<file path="config.mk">
export PLATFORM = sky130hd
export DESIGN_NAME = uncache_write_buffer
export DESIGN_NICKNAME = d
export VERILOG_FILES = /design/src/rtl/uncache_write_buffer_pkg.sv /design/src/rtl/uncache_wbuf_fifo.sv /design/src/rtl/uncache_write_buffer.sv
export SDC_FILE = /design/constraint.sdc
export NUM_CORES = 1
export LEC_CHECK = 0
export BUFFER_PORTS_ARGS = -buffer_cell sky130_fd_sc_hd__buf_2
export CAP_MARGIN = 10
export CORE_ASPECT_RATIO = 2
export CORE_MARGIN = 2
export CORE_UTILIZATION = 30
export CTS_BUF_LIST = sky130_fd_sc_hd__clkbuf_8
export CTS_CLUSTER_SIZE = 14
export DETAILED_ROUTE_END_ITERATION = 6
export GPL_ROUTABILITY_DRIVEN = 0
export SYNTH_ARGS = -nofsm -noshare
export SYNTH_HDL_FRONTEND = slang
export SYNTH_HIERARCHICAL = 1
export SYNTH_SLANG_ARGS = --single-unit
</file>
<file path="constraint.sdc">
create_clock -name clk -period 3 [get_ports clk]
set_input_delay 0.6 -clock clk [delete_from_list [all_inputs] [get_ports clk]]
set_output_delay 0.6 -clock clk [all_outputs]
set_load 0.005 [all_outputs]
</file>
<file path="src/rtl/uncache_write_buffer_pkg.sv">
// Shared definitions for the uncached store buffer: AXI constants, the buffered
// store record and the drain state machine encoding.
package uncache_write_buffer_pkg;

    localparam logic [3:0] UNCACHE_WR_ID  = 4'd1;
    localparam logic [1:0] AXI_BURST_INCR = 2'b01;

    typedef struct packed {
        logic [31:0] addr;
        logic [1:0]  size;
        logic [3:0]  wstrb;
        logic [31:0] wdata;
    } wbuf_entry_t;

    typedef enum logic [1:0] {
        WB_IDLE,
        WB_SEND,
        WB_RESP
    } wb_state_e;

    function automatic logic [2:0] axi_size(input logic [1:0] size);
        return {1'b0, size};
    endfunction

endpackage

</file>
<file path="src/rtl/uncache_wbuf_fifo.sv">
// Synchronous FIFO holding posted stores; count, full and empty are registered,
// so a pop never frees a slot for a push in the same cycle.
module uncache_wbuf_fifo
    import uncache_write_buffer_pkg::*;
#(
    parameter int unsigned DEPTH = 4
) (
    input  logic        clk,
    input  logic        reset,
    input  logic        push_i,
    input  wbuf_entry_t din_i,
    input  logic        pop_i,
    output wbuf_entry_t head_o,
    output logic        full_o,
    output logic        empty_o
);

    localparam int unsigned PW = $clog2(DEPTH);
    localparam logic [PW:0] FULL_COUNT = (PW + 1)'(DEPTH);

    wbuf_entry_t   mem_q [DEPTH];
    logic [PW-1:0] wr_ptr_q, rd_ptr_q;
    logic [PW:0]   count_q, count_d;
    logic          full_q, empty_q;
    logic          do_push, do_pop;

    assign do_push = push_i && !full_q;
    assign do_pop  = pop_i && !empty_q;

    always_comb begin
        count_d = count_q;
        case ({do_push, do_pop})
            2'b10:   count_d = count_q + 1'b1;
            2'b01:   count_d = count_q - 1'b1;
            default: count_d = count_q;
        endcase
    end

    always_ff @(posedge clk) begin
        if (reset) begin
            wr_ptr_q <= '0;
            rd_ptr_q <= '0;
            count_q  <= '0;
            full_q   <= 1'b0;
            empty_q  <= 1'b1;
        end else begin
            if (do_push) wr_ptr_q <= wr_ptr_q + 1'b1;
            if (do_pop)  rd_ptr_q <= rd_ptr_q + 1'b1;
            count_q <= count_d;
            full_q  <= (count_d == FULL_COUNT);
            empty_q <= (count_d == '0);
        end
    end

    always_ff @(posedge clk) begin
        if (do_push) mem_q[wr_ptr_q] <= din_i;
    end

    assign head_o  = mem_q[rd_ptr_q];
    assign full_o  = full_q;
    assign empty_o = empty_q;

endmodule

</file>
<file path="src/rtl/uncache_write_buffer.sv">
// Posts uncached CPU stores and drains them in order as single-beat AXI writes;
// the head entry is retired only on the B response so empty covers the in-flight store.
module uncache_write_buffer
    import uncache_write_buffer_pkg::*;
#(
    parameter int unsigned DEPTH = 4
) (
    input  logic        clk,
    input  logic        reset,
    input  logic        wr_req,
    input  logic [1:0]  wr_size,
    input  logic [31:0] wr_addr,
    input  logic [3:0]  wr_wstrb,
    input  logic [31:0] wr_wdata,
    output logic        wr_addr_ok,
    output logic        wr_data_ok,
    output logic        empty,
    output logic [3:0]  awid,
    output logic [31:0] awaddr,
    output logic [7:0]  awlen,
    output logic [2:0]  awsize,
    output logic [1:0]  awburst,
    output logic [1:0]  awlock,
    output logic [3:0]  awcache,
    output logic [2:0]  awprot,
    output logic        awvalid,
    input  logic        awready,
    output logic [3:0]  wid,
    output logic [31:0] wdata,
    output logic [3:0]  wstrb,
    output logic        wlast,
    output logic        wvalid,
    input  logic        wready,
    input  logic [3:0]  bid,
    input  logic [1:0]  bresp,
    input  logic        bvalid,
    output logic        bready
);

    wbuf_entry_t push_entry, head;
    logic        fifo_full, fifo_empty;
    logic        push, pop;
    wb_state_e   state_q, state_d;
    logic        aw_done_q, aw_done_d, w_done_q, w_done_d;
    logic        data_ok_q;
    logic        aw_valid, w_valid, b_ready, sending;
    logic        unused_bchan;

    assign unused_bchan = ^{bid, bresp};

    assign push       = wr_req && !fifo_full;
    assign push_entry = '{addr: wr_addr, size: wr_size, wstrb: wr_wstrb, wdata: wr_wdata};

    uncache_wbuf_fifo #(
        .DEPTH(DEPTH)
    ) u_fifo (
        .clk    (clk),
        .reset  (reset),
        .push_i (push),
        .din_i  (push_entry),
        .pop_i  (pop),
        .head_o (head),
        .full_o (fifo_full),
        .empty_o(fifo_empty)
    );

    always_ff @(posedge clk) begin
        if (reset) begin
            state_q   <= WB_IDLE;
            aw_done_q <= 1'b0;
            w_done_q  <= 1'b0;
            data_ok_q <= 1'b0;
        end else begin
            state_q   <= state_d;
            aw_done_q <= aw_done_d;
            w_done_q  <= w_done_d;
            data_ok_q <= push;
        end
    end

    // AW and W complete independently; the done flags include this cycle's handshakes
    always_comb begin
        state_d   = state_q;
        aw_done_d = aw_done_q;
        w_done_d  = w_done_q;
        aw_valid  = 1'b0;
        w_valid   = 1'b0;
        b_ready   = 1'b0;
        pop       = 1'b0;
        case (state_q)
            WB_IDLE: begin
                if (!fifo_empty) state_d = WB_SEND;
            end
            WB_SEND: begin
                aw_valid = !aw_done_q;
                w_valid  = !w_done_q;
                if (aw_valid && awready) aw_done_d = 1'b1;
                if (w_valid && wready)   w_done_d  = 1'b1;
                if (aw_done_d && w_done_d) state_d = WB_RESP;
            end
            WB_RESP: begin
                b_ready = 1'b1;
                if (bvalid) begin
                    pop       = 1'b1;
                    aw_done_d = 1'b0;
                    w_done_d  = 1'b0;
                    state_d   = WB_IDLE;
                end
            end
            default: state_d = WB_IDLE;
        endcase
    end

    assign sending    = (state_q == WB_SEND);

    assign wr_addr_ok = !fifo_full;
    assign wr_data_ok = data_ok_q;
    assign empty      = fifo_empty;

    assign awid    = UNCACHE_WR_ID;
    assign awaddr  = sending ? head.addr : '0;
    assign awlen   = '0;
    assign awsize  = sending ? axi_size(head.size) : '0;
    assign awburst = AXI_BURST_INCR;
    assign awlock  = '0;
    assign awcache = '0;
    assign awprot  = '0;
    assign awvalid = aw_valid;

    assign wid    = UNCACHE_WR_ID;
    assign wdata  = sending ? head.wdata : '0;
    assign wstrb  = sending ? head.wstrb : '0;
    assign wlast  = w_valid;
    assign wvalid = w_valid;
    assign bready = b_ready;

endmodule

</file>
---- Word-level counts from Yosys, hierarchy flattened ----
Memory sizes are Yosys's and may differ from the RTL's. A register that Yosys moved wholly into a read port is not among the register bits.
Index checks and enable logic that the tools add are counted.
word-level totals
  bits in registers ....................... 14
  bits in writable memories ............... 280
  bits of input ports ..................... 82
  output and inout bits ................... 105
  logic and storage cells ................. 62
  memories kept ........................... 1
memory list
  memory        words  width  rd ports  clocked after memory_dff  wr ports  line                     RTL
  u_fifo.mem_q  4      70     1         1                         1         uncache_wbuf_fifo.sv:21  wbuf_entry_t mem_q [DEPTH];
operators by class
  $add $sub $neg .......................... 4
  eq/ne operators ......................... 8
  multiplexer cells ....................... 25
  reductions and logical operators ........ 15
operator list
  operator                                                number
  2-to-1 mux 32 bit                                       2
  2-to-1 mux 1 bit                                        12
  2-to-1 mux 2 bit                                        6
  logical AND 1 bit                                       6
  case mux 2 bit (3 select lines)                         1
  case mux 3 bit (2 select lines)                         1
  adder 2 x 1 -> 2 bit (second input constant)            2
  == test 2 x 1 -> 1 bit (second input constant)          2
  == test 2 bit (second input constant)                   2
  zero test 1 bit                                         4
  2-to-1 mux 4 bit                                        1
  inequality test 2 bit (second input constant)           2
  case mux 1 bit (2 select lines)                         2
  adder 3 x 1 -> 3 bit (second input constant)            1
  == test 3 bit (second input constant)                   1
  zero test 3 bit                                         1
  AND reduction 3 bit                                     1
  subtractor 3 x 1 -> 3 bit (second input constant)       1
  zero test 2 bit                                         1
  inequality test 2 x 1 -> 1 bit (second input constant)  1
  AND reduction 2 bit                                     1
  nonzero test 2 bit                                      1

---- Logic depth before layout (Yosys ltp) ----
  word-level depth ........................ 7
  mapped depth ............................ 9
  gate-level depth less buffers ........... 8

---- Hierarchy ----
The synthesis kept the hierarchy.
modules (own cells, without submodules)
  module                times used  cells each  area each (µm²)  sequential area each (µm²)
  uncache_wbuf_fifo     1           420         10709.0          8628.3
  uncache_write_buffer  1           136         1001.0           100.1

---- Least setup slack after synthesis ----
No wires, ideal clock.
  path kind ............................... input-to-reg
  start ................................... input wr_req
  end ..................................... memory u_fifo/mem_q[1][0] in the netlist's numbering, enable pin
  setup time .............................. 0.436 ns
  arrival ................................. 2.753 ns
  required time ........................... 2.564 ns
  slack ................................... -0.189 ns
  cell stages on the path ................. 4
  buffers on the path ..................... 1
  cell sequence ........................... nor2b_1 nor2b_1 clkbuf_1 and2_1
between the ends
  longest elaborated chain between the ends .. 4
RTL lines
  what                                    line                        RTL
  start, declared                         uncache_write_buffer.sv:10  input logic wr_req,
  logical AND 1 bit                       uncache_write_buffer.sv:51  assign push = wr_req && !fifo_full;
  logical AND 1 bit                       uncache_wbuf_fifo.sv:27     assign do_push = push_i && !full_q;
  2-to-1 mux 1 bit                        uncache_wbuf_fifo.sv:56     if (do_push) mem_q[wr_ptr_q] <= din_i;
  2-to-1 mux 1 bit (implied by the code)  uncache_wbuf_fifo.sv:56
  end, declared                           uncache_wbuf_fifo.sv:21
No other way between the ends.

==> flow_summary_export.csv <==
group,metric,value,unit
outcome,status,"finished clean",
critical_path,arrival,2.14,ns
critical_path,r2r_start,"state_q[0]$_SDFFE_PP0P_",
cts,numCtsBuffers,42,
final_layout,post_route_cells_drive_above_1_share,39.0,%
routing,wl,23.5,mm
routing,via_per_inst,4.34,
synthesis,yosys.cell_count.top_type,"edfxtp_1",
floorplanning,ios,187,
cts,cts_tree,"built",
critical_path,timing_worst_setup_path_type,"register to output port",
synthesis,synth-main-ff-cell,"edfxtp_1",
cts,cts-htree-levels,2,
flow_run,maxCapViolations,0,
global_routing,grt_usage,11.6,%
synthesis,synth_commonest_cells,"280 x edfxtp_1, 76 x and2_1, 70 x mux4_2",
sta,final_max_slew_viol_count,0,
synthesis,synth_compound_area_share,0.695,%
cts,clkLatencyLatePin,0.55,ns
synthesis,synth-edff-count,280,
critical_path,reg2reg_slack,0.50,ns
cts,clk_path_buf_depth,3,
synthesis,synth_top_area_share,71.8,%
global_routing,grt.overflow.total,0,
synthesis,yosysTopAreaCell,"edfxtp_1",
critical_path,end_kind,"output port",
pwr,power_density,610,nW/um^2
sta,fin_hold_ws,0.258,ns
floorplanning,start_util,30.3,%
routing,vias,5598,
floorplanning,die_h,283,um
synthesis,synth_cells,556,
cts,cts.sinks,296,
synthesis,synthTopCellsByArea,"edfxtp_1 72%, mux4_2 13%, and2_1 4.1%",
pwr,power.leakage,4.80,nW
floorplanning,core_area,38700,um^2
final_layout,fin_nets,825,
synthesis,netlist_area,11700,um^2
placement,place_hpwl,14.2,mm
synthesis,synthMuxAreaShare,13.6,%
critical_path,crit_path_max_fanout,43,
routing,drtPass1Iterations,4,
synthesis,synthAdderAreaFrac,0.705,%
cts,path_clk_slew,0.06,ns
routing,drc,0,
worst_hold_path,min-delay-start,"wr_wdata[13]",
cts,postCtsSetupRepairBufs,0,
synthesis,avgSynthCellArea,21.1,um^2
critical_path,cp-start-kind,"register",
sta,clock_skew,0.0212,ns
cts,hold_buffers,0,
final_layout,area_delta_synth_final,17.6,%
synthesis,synth_top_family_by_area,"multiplexers",
floorplanning,rows,102,
sta,period_share,91.2,%
routing,drt_iter0_markers,232,
sta,finalHoldViolCount,0,
global_routing,antenna_found_initial,10,
sta,fin_crit,2.74,ns
synthesis,synth_xor_area_share,0.374,%
sta,setup_tns,0,ns
cts,cts_root_buf,"clkbuf_8",
placement,portBuffers,152,
cts,cts_resized,0,
floorplanning,die_area,40700,um^2
pwr,vdd_drop_max,0.000329,V
synthesis,ys_types,33,
routing,ant_nets,0,
critical_path,cp.required,2.40,ns
routing,wl_per_cell,18.2,um
global_routing,grt_pass1_wl,34.9,mm
worst_hold_path,hold_class,"primary input to register",
sta,fmax,365,MHz
synthesis,ys_seq_area_share,74.5,%
global_routing,grt_pass1_vias,6007,
synthesis,async_reset_ff_share,0,%
synthesis,synth-seq-cells,296,
floorplanning,fp.dieW,144,um
global_routing,grt_max_degree,71,
synthesis,synthSimpleGateAreaFrac,5.48,%
synthesis,synth_warnings,6,
sta,setup_viol,0,
sta,rsz0062_at_grt,"no",
placed cells by master, fill, tap and decap left out, types with 3 or more instances in the layout:
cell type and n:
a21oi_1 3, and2_1 72, and2_4 4, and2b_2 3, buf_12 12, buf_2 152, clkbuf_8 43, clkinv_1 6
clkinv_2 3, clkinvlp_4 3, conb_1 28, dfxtp_1 14, diode_2 4, edfxtp_1 280, ha_1 5, inv_1 21
mux4_2 70, nor2_1 11, nor2b_1 5, xnor2_1 3
sequential cells by signal (all words and copies together) (netlist names), named ones only:
signal / cells
u_fifo/mem_q: 280
u_fifo/count_q: 3
state_q: 2
u_fifo/rd_ptr_q: 2
u_fifo/wr_ptr_q: 2
aw_done_q: 1
u_fifo/empty_o: 1
u_fifo/full_o: 1
w_done_q: 1
wr_data_ok: 1
cells by family (layout without fill, tap and decap cells):
| group | after synthesis | count (layout) |
|---|---|---|
| xor gates and xnor gates | 5 | 5 |
| muxes | 72 | 72 |
| and+or+nand+nor | 105 | 105 |
| adders and majority gates | 6 | 6 |
| buffers and inverters | 60 | 244 |
| AOI/OAI and AO/OA | 10 | 10 |
| other | 2 | 32 |
| DFF | 296 | 296 |
layout make-up:
class	instances	area [um^2]
fill	3637	24900
timing repair buffer	166	1020
multi-input combinational	226	2570
tap	520	651
clock buffer	43	592
clock inverter	30	180
inverter	5	18.8
antenna	4	10.0
sequential	296	8740
final timing paths:
path,to,cells after the start
worst max-delay path,wdata[31],4
worst max register to register,u_fifo/empty_o$_SDFF_PP1_,8
worst min register to register,aw_done_q$_SDFFE_PP0P_,2
worst min-delay path,u_fifo/mem_q[2][13]$_DFFE_PP_,1
report_power, final:
part | internal [mW] | switching [mW] | total (mW)
registers | 4.74 | 0.0542 | 4.80
logic | 0.306 | 0.359 | 0.665
clock network | 1.50 | 1.44 | 2.94
metrics by stage:
stage / cell area, um^2 / power (mW) / utilization [%] / setup WS, ns / cells
global route: 13800 / 8.78 / 35.6 / 0.128 / 1290
floorplan: 11800 / 5.28 / - / 0.480 / 582
CTS: 13800 / 8.57 / 35.6 / 0.152 / 1286
global placement: 13000 / 5.56 / 33.6 / 0.509 / 1213
finish: 13800 / 8.41 / 35.6 / 0.264 / 1290
detailed placement: 13000 / 5.58 / 33.6 / 0.492 / 1213
per-layer routing:
| metal | track usage [%] | wire, um |
|---|---|---|
| met1 | 12.0 | 8280 |
| met5 | 0 | 57 |
| met2 | 21.0 | 13000 |
| met4 | 6.03 | 916 |
| met3 | 3.04 | 1290 |
critical path: stages, from the launching register on:
cell	delay (ns)
dfxtp_4	0.37
buf_12	0.34
mux4_2	0.55
and2_1	0.17
buf_2	0.13
Note: power is estimated with default switching activity, not from simulation.
